--- config.mk ---
export PLATFORM = sky130hd
export DESIGN_NAME = mem_arbiter
export DESIGN_NICKNAME = d
export VERILOG_FILES = /design/src/rtl/mem_arb_pkg.sv /design/src/rtl/mem_arb_wdog.sv /design/src/rtl/mem_arbiter.sv
export SDC_FILE = /design/constraint.sdc
export NUM_CORES = 1
export LEC_CHECK = 0
export ABC_AREA = 1
export CAP_MARGIN = 20
export CORE_UTILIZATION = 46
export CTS_CLUSTER_DIAMETER = 50
export DETAILED_ROUTE_END_ITERATION = 7
export PLACE_DENSITY = 0.95
export SYNTH_ARGS = -nofsm -noshare
export SYNTH_HDL_FRONTEND = slang
export SYNTH_HIERARCHICAL = 1
export SYNTH_SLANG_ARGS = --single-unit
--- constraint.sdc ---
create_clock -name clk -period 4.65 [get_ports clk]
set_clock_uncertainty 0.1 [all_clocks]
set_input_delay 0.93 -clock clk [delete_from_list [all_inputs] [get_ports clk]]
set_output_delay 0.93 -clock clk [all_outputs]
set_load 0.01 [all_outputs]
--- src/rtl/mem_arb_pkg.sv ---
// Shared constants for mem_arbiter: FSM encodings, owner ids and watchdog sizing.
package mem_arb_pkg;

  localparam int unsigned MASK_W = 4;

  localparam logic [1:0] ST_IDLE = 2'd0;
  localparam logic [1:0] ST_REQ  = 2'd1;
  localparam logic [1:0] ST_WAIT = 2'd2;
  localparam logic [1:0] ST_RESP = 2'd3;

  localparam logic OWN_I = 1'b0;
  localparam logic OWN_D = 1'b1;

  // Counter width able to hold 0..timeout.
  function automatic int unsigned wdog_w(input int unsigned timeout);
    return $clog2(timeout + 1);
  endfunction

endpackage

--- src/rtl/mem_arb_wdog.sv ---
// Watchdog for mem_arbiter: clearable, enabled counter flagging TIMEOUT-1 cycles in WAIT.
module mem_arb_wdog
  import mem_arb_pkg::*;
#(
  parameter int unsigned TIMEOUT = 255
) (
  input  logic clk,
  input  logic rst,
  input  logic clr_i,
  input  logic en_i,
  output logic expired_o
);

  localparam int unsigned CNT_W = wdog_w(TIMEOUT);

  logic [CNT_W-1:0] cnt_q;
  logic [CNT_W-1:0] cnt_d;

  assign expired_o = (cnt_q == CNT_W'(TIMEOUT - 1));

  // Saturate at the expiry value so the counter never wraps.
  always_comb begin
    cnt_d = cnt_q;
    if (clr_i) begin
      cnt_d = '0;
    end else if (en_i && !expired_o) begin
      cnt_d = cnt_q + CNT_W'(1);
    end
  end

  always_ff @(posedge clk) begin
    if (rst) begin
      cnt_q <= '0;
    end else begin
      cnt_q <= cnt_d;
    end
  end

endmodule

--- src/rtl/mem_arbiter.sv ---
// Single-port memory arbiter between instruction fetch (I) and load/store (D), one access in flight.
// Define MEM_ARB_RR_EN for round-robin arbitration; otherwise D always beats I.
module mem_arbiter
  import mem_arb_pkg::*;
#(
  parameter int unsigned ADDR_W  = 32,
  parameter int unsigned DATA_W  = 32,
  parameter int unsigned TIMEOUT = 255
) (
  input  logic              clk,
  input  logic              rst,
  input  logic              i_req,
  input  logic [ADDR_W-1:0] i_addr,
  output logic              i_gnt,
  output logic              i_rvalid,
  output logic [DATA_W-1:0] i_rdata,
  output logic              i_err,
  input  logic              d_req,
  input  logic              d_we,
  input  logic [ADDR_W-1:0] d_addr,
  input  logic [DATA_W-1:0] d_wdata,
  input  logic [MASK_W-1:0] d_wmask,
  output logic              d_gnt,
  output logic              d_rvalid,
  output logic [DATA_W-1:0] d_rdata,
  output logic              d_err,
  output logic              mem_req,
  output logic              mem_we,
  output logic [ADDR_W-1:0] mem_addr,
  output logic [DATA_W-1:0] mem_wdata,
  output logic [MASK_W-1:0] mem_wmask,
  input  logic              mem_rvalid,
  input  logic [DATA_W-1:0] mem_rdata
);

  logic [1:0]        state_q, state_d;
  logic              owner_q, owner_d;
  logic              mem_req_q, mem_req_d;
  logic              mem_we_q, mem_we_d;
  logic [ADDR_W-1:0] mem_addr_q, mem_addr_d;
  logic [DATA_W-1:0] mem_wdata_q, mem_wdata_d;
  logic [MASK_W-1:0] mem_wmask_q, mem_wmask_d;
  logic              i_rvalid_q, i_rvalid_d;
  logic [DATA_W-1:0] i_rdata_q, i_rdata_d;
  logic              i_err_q, i_err_d;
  logic              d_rvalid_q, d_rvalid_d;
  logic [DATA_W-1:0] d_rdata_q, d_rdata_d;
  logic              d_err_q, d_err_d;
  logic              wdog_clr, wdog_en, wdog_expired;
  logic              prefer_d;

`ifdef MEM_ARB_RR_EN
  logic last_own_q, last_own_d;
  assign prefer_d = (last_own_q == OWN_I);
`else
  assign prefer_d = 1'b1;
`endif

  mem_arb_wdog #(
    .TIMEOUT (TIMEOUT)
  ) u_wdog (
    .clk       (clk),
    .rst       (rst),
    .clr_i     (wdog_clr),
    .en_i      (wdog_en),
    .expired_o (wdog_expired)
  );

  // Next-state, grant and response logic.
  always_comb begin
    state_d     = state_q;
    owner_d     = owner_q;
    mem_req_d   = 1'b0;
    mem_we_d    = mem_we_q;
    mem_addr_d  = mem_addr_q;
    mem_wdata_d = mem_wdata_q;
    mem_wmask_d = mem_wmask_q;
    i_rvalid_d  = 1'b0;
    i_rdata_d   = i_rdata_q;
    i_err_d     = i_err_q;
    d_rvalid_d  = 1'b0;
    d_rdata_d   = d_rdata_q;
    d_err_d     = d_err_q;
    i_gnt       = 1'b0;
    d_gnt       = 1'b0;
    wdog_clr    = 1'b0;
    wdog_en     = 1'b0;
`ifdef MEM_ARB_RR_EN
    last_own_d  = last_own_q;
`endif
    case (state_q)
      ST_IDLE: begin
        if (!rst && (i_req || d_req)) begin
          d_gnt       = d_req && (!i_req || prefer_d);
          i_gnt       = !d_gnt;
          owner_d     = d_gnt ? OWN_D : OWN_I;
          mem_req_d   = 1'b1;
          mem_we_d    = d_gnt && d_we;
          mem_addr_d  = d_gnt ? d_addr : i_addr;
          mem_wdata_d = d_gnt ? d_wdata : '0;
          mem_wmask_d = d_gnt ? d_wmask : {MASK_W{1'b1}};
          state_d     = ST_REQ;
`ifdef MEM_ARB_RR_EN
          last_own_d  = owner_d;
`endif
        end
      end
      ST_REQ: begin
        wdog_clr = 1'b1;
        state_d  = ST_WAIT;
      end
      ST_WAIT: begin
        wdog_en = 1'b1;
        if (mem_rvalid || wdog_expired) begin
          state_d = ST_RESP;
          if (owner_q == OWN_I) begin
            i_rvalid_d = 1'b1;
            i_err_d    = !mem_rvalid;
            i_rdata_d  = mem_rvalid ? mem_rdata : '0;
          end else begin
            d_rvalid_d = 1'b1;
            d_err_d    = !mem_rvalid;
            // A completed store leaves the previous load data in place.
            if (!mem_rvalid) begin
              d_rdata_d = '0;
            end else if (!mem_we_q) begin
              d_rdata_d = mem_rdata;
            end
          end
        end
      end
      default: begin
        state_d = ST_IDLE;
      end
    endcase
  end

  always_ff @(posedge clk) begin
    if (rst) begin
      state_q     <= ST_IDLE;
      owner_q     <= OWN_I;
      mem_req_q   <= 1'b0;
      mem_we_q    <= 1'b0;
      mem_addr_q  <= '0;
      mem_wdata_q <= '0;
      mem_wmask_q <= '0;
      i_rvalid_q  <= 1'b0;
      i_rdata_q   <= '0;
      i_err_q     <= 1'b0;
      d_rvalid_q  <= 1'b0;
      d_rdata_q   <= '0;
      d_err_q     <= 1'b0;
`ifdef MEM_ARB_RR_EN
      last_own_q  <= OWN_D;
`endif
    end else begin
      state_q     <= state_d;
      owner_q     <= owner_d;
      mem_req_q   <= mem_req_d;
      mem_we_q    <= mem_we_d;
      mem_addr_q  <= mem_addr_d;
      mem_wdata_q <= mem_wdata_d;
      mem_wmask_q <= mem_wmask_d;
      i_rvalid_q  <= i_rvalid_d;
      i_rdata_q   <= i_rdata_d;
      i_err_q     <= i_err_d;
      d_rvalid_q  <= d_rvalid_d;
      d_rdata_q   <= d_rdata_d;
      d_err_q     <= d_err_d;
`ifdef MEM_ARB_RR_EN
      last_own_q  <= last_own_d;
`endif
    end
  end

  assign mem_req   = mem_req_q;
  assign mem_we    = mem_we_q;
  assign mem_addr  = mem_addr_q;
  assign mem_wdata = mem_wdata_q;
  assign mem_wmask = mem_wmask_q;
  assign i_rvalid  = i_rvalid_q;
  assign i_rdata   = i_rdata_q;
  assign i_err     = i_err_q;
  assign d_rvalid  = d_rvalid_q;
  assign d_rdata   = d_rdata_q;
  assign d_err     = d_err_q;

endmodule

==> results <==
- The flow ran to the end, and the final reports show no timing, DRC or antenna violations.
- The clock period minus final worst setup slack is 3.98 ns.
- After the last flow step, the layout net total stands at 1348.
- The first routing iteration left 465 violations.
- The total of endpoints with negative setup slack in the final report is 0.
- The TritonCTS buffer count is 17.
- The finished layout holds 1393 standard cells, fillers aside.
- For this block, the via count after detailed routing is 6775.
- The worst pin sits at a relative slew slack of 0.336.
- At the later pin of the worst-skew pair, clock insertion delay measures 0.41 ns.
- Across the VDD grid, the largest voltage drop is 0.238 mV.
- The number of instances in the synthesized netlist is 953.
- The count of buffers added by post-CTS timing repair for setup is 0.
- For this run, the top clock speed supported by timing is 251 MHz.
- The number of cells traversed by the worst register-to-register path is 12.
- The clock passes through at most 2 buffers.
- The floorplan die area is 0.0144 mm2.
- CTS built an H-tree with a depth of 4.
- The share of total power dissipated in sequential elements is 0.370.
- The slew at the pin closest to its max-slew limit is 0.996 ns.
- The worst register-to-register path ends at d_rdata[26].
- The share of total power dissipated in the clock network is 0.310.
- The standard cell core area is 0.0134 mm2.
- The post-DP HPWL is 13900 um.
- The number of search-and-repair iterations in the first detailed-routing pass is 5.
- Counting distinct cell types in the post-synthesis netlist gives 27.
- The largest net degree at the start of global routing is 104.
- Counting tap cells, the placed design contains a total of 1361 instances.
- The proportion of synthesized flip-flops having asynchronous set or reset is 0.
- The portion of the post-synthesis area used by sequential elements is 0.465.
- The number of endpoints with negative hold slack in the final report was 0.
- The total net switching power is 1.40 mW.
- Summed over all failing endpoints, the final setup total negative slack is 0 ns.
- For this run, the total global-route usage over all layers was measured as 0.278.
- Of the total power, combinational logic draws 0.320.
- Of the available clock period, the critical path in the final layout requires 0.855.
- The final estimated routing congestion in global placement is 0.843.
- The cell row count is 42.
- The cell internal power dissipation is 2.92 mW.
- STA classifies the critical path startpoint as an input port.
- Compared with the post-synthesis result, the final layout area differs by 52.4%.
- The initial antenna violation count was 0.
- Setup repair after global routing left no endpoint under its margin.
- The synthesized netlist net count is 1097.
- After synthesis the netlist holds a flip-flop and latch count of 149.
- The initial utilization of the core area, before any placement, comes to 0.478.
- Max-cap violations in this run came to 0.
- In this run the count of I/O pins placed on the die edge is 278.
- The synthesis warning total is 6.
- The chip width is 120 um.
- The most used flip-flop cell after synthesis is sky130_fd_sc_hd__dfxtp_1.
- For the worst setup path, the data arrival time is 2.95 ns.
- Averaged over all synthesized cells, the footprint is 6.73 um2.
- After detailed routing, the number of remaining DRC violations is 0.
- The routed wirelength normalized by instance count is 14.2 um.
- The number of buffers added on ports is 277.
- The average vias per placed instance is 4.86.
- In this run the worst path has a maximum fanout of 16.
- The master cell of the clock root buffer is sky130_fd_sc_hd__clkbuf_16.
- The antenna diode instance count is 0.
- The end of the worst hold path is mem_wmask[3].
- The wire length after detailed routing is 19800 um.
- Buffers inserted to repair hold after CTS numbered 0.
- The worst hold path was traced through 2 stages.
- The path class of the tightest hold or removal check is register to register.
- The synthesized netlist occupies a cell area of 0.00641 mm2.
- The total number of clock tree sinks is 149.
- The total power divided by cell area is 443 mW/mm2.
- The die boundary height is 120 um.
- In this run the remaining antenna-violating nets after routing total 0.
- The kind of critical path is input port to output port.
- In the final layout, the share of cells above drive strength 1 is 0.0468.
- The CTS tree is yes.
- The wire length of the first global-routing pass is 31400 um.
- The leakage dissipation is 4.28 nW.
- Clock-pin slew was measured on the worst setup and hold paths at 0.06 ns.
- The via count of the first global-routing pass is 6572.
- The sum of overflow across all layers after global routing is 0.
- The critical path capture point type is an output port.
- Of the total power, the share spent switching nets is 0.324.
- The required time of the critical path is 3.62 ns.
- The number of enable flip-flop cells after synthesis is 0.
- The post-cts sizing count is 0.
- The startpoint identified for the worst register-to-register timing path is u_wdog/cnt_q[0].
- Setup slack on the worst reg-to-reg path comes out at 2.09 ns.
- In this run the most critical hold path is launched from mem_wmask[3].
- The number of max-slew violations in the final report is 0.
## worst max-delay path by stage
stage          start    end  depth (start not counted)
3_3_place_gp   d_req  d_gnt                          4
6_report       d_req  d_gnt                          4
5_1_grt        d_req  d_gnt                          4
2_1_floorplan  d_req  i_gnt                          7
4_1_cts        d_req  d_gnt                          4
3_5_place_dp   d_req  d_gnt                          4
## sequential cells by signal (all words and copies together) (netlist names)
signal,count
d_err,1
d_rdata,32
d_rvalid,1
i_err,1
i_rdata,32
i_rvalid,1
mem_addr,32
mem_req,1
mem_wdata,32
mem_we,1
mem_wmask,4
owner_q,1
state_q,2
u_wdog/cnt_q,8
## cells in the mapped netlist (3+ instances only)
cell type	number	area, um2
sky130_fd_sc_hd__dfxtp_1	149	2980
sky130_fd_sc_hd__nand4_1	3	18.8
sky130_fd_sc_hd__o21bai_1	16	120
sky130_fd_sc_hd__clkbuf_1	17	63.8
sky130_fd_sc_hd__buf_1	3	11.3
sky130_fd_sc_hd__buf_6	3	33.8
sky130_fd_sc_hd__nor2_4	3	33.8
sky130_fd_sc_hd__nand3_1	22	110
sky130_fd_sc_hd__nor2_1	200	751
sky130_fd_sc_hd__inv_2	3	11.3
sky130_fd_sc_hd__buf_4	8	60.1
sky130_fd_sc_hd__nand2_2	3	18.8
sky130_fd_sc_hd__nand2_1	338	1270
sky130_fd_sc_hd__a21oi_1	49	245
sky130_fd_sc_hd__ha_1	6	75.1
sky130_fd_sc_hd__o21ai_0	21	105
sky130_fd_sc_hd__nand2_4	3	33.8
sky130_fd_sc_hd__inv_1	75	282
sky130_fd_sc_hd__buf_2	21	105
## routing by layer
layer  track usage  share of wire  up-vias
li1              -              -     3386
met1         0.279           0.36     3034
met2         0.510           0.51      301
met3        0.0832          0.090       54
met4         0.147          0.039        0
met5             0              0        -
## cell usage in the layout, fill, tap and decap left out, types with 2 or more instances in the layout
cell	instances
sky130_fd_sc_hd__o21ai_0	21
sky130_fd_sc_hd__inv_1	75
sky130_fd_sc_hd__nor2_4	3
sky130_fd_sc_hd__buf_4	7
sky130_fd_sc_hd__clkinv_4	2
sky130_fd_sc_hd__nor3_1	2
sky130_fd_sc_hd__clkbuf_8	3
sky130_fd_sc_hd__clkinv_2	2
sky130_fd_sc_hd__xnor2_1	2
sky130_fd_sc_hd__dfxtp_1	149
sky130_fd_sc_hd__nand2_4	4
sky130_fd_sc_hd__clkinvlp_4	4
sky130_fd_sc_hd__nand2_1	337
sky130_fd_sc_hd__clkbuf_16	17
sky130_fd_sc_hd__nor2_1	200
sky130_fd_sc_hd__inv_6	4
sky130_fd_sc_hd__inv_2	3
sky130_fd_sc_hd__nand4_1	3
sky130_fd_sc_hd__nand3_1	22
sky130_fd_sc_hd__a21oi_1	49
sky130_fd_sc_hd__o21bai_1	16
sky130_fd_sc_hd__ha_1	6
sky130_fd_sc_hd__clkdlybuf4s50_1	276
sky130_fd_sc_hd__nand2_2	3
## power groups by stage
stage / Clock [mW] / Sequential (mW) / Combinational [mW]
4_1_cts: 1.36 / 1.60 / 1.39
3_3_place_gp: 0 / 1.61 / 1.35
5_1_grt: 1.41 / 1.62 / 1.53
2_1_floorplan: 0 / 1.71 / 0.647
3_5_place_dp: 0 / 1.63 / 1.38
6_report: 1.34 / 1.60 / 1.38
## final cells by class
cell class                      count  area [um2]
Fill cell                         999        3630
Sequential cell                   149        2980
Multi-Input combinational cell    672        2860
Timing Repair Buffer              284        2820
Clock buffer                       20         467
Inverter                           80         304
Tap cell                          176         220
Clock inverter                     12         118
## logic make-up after synthesis
group	share of synthesized area
flops	0.465
fa+ha+maj	0.0117
simple gates	0.352
compound gates	0.0769
buf+inv	0.0902
xor+xnor	0.00410
## worst max-delay path: stages
cell,delay [ns]
sky130_fd_sc_hd__clkdlybuf4s50_1,0.84
sky130_fd_sc_hd__nand2_1,0.29
sky130_fd_sc_hd__nor2_1,0.29
sky130_fd_sc_hd__clkdlybuf4s50_1,0.59
## through the flow
stage          setup WS (ns)  hold slack [ns]  total power [mW]   util  instance area, um2
6_report               0.672            0.349              4.32  0.729                9770
5_1_grt                0.543            0.371              4.56  0.729                9770
3_3_place_gp           0.718            0.339              2.96  0.685                9180
2_1_floorplan           1.85            0.372              2.35      -                6410
3_5_place_dp           0.680            0.340              3.00  0.685                9180
4_1_cts                0.671            0.349              4.35  0.729                9770
Note: power is estimated with default switching activity, not from simulation.
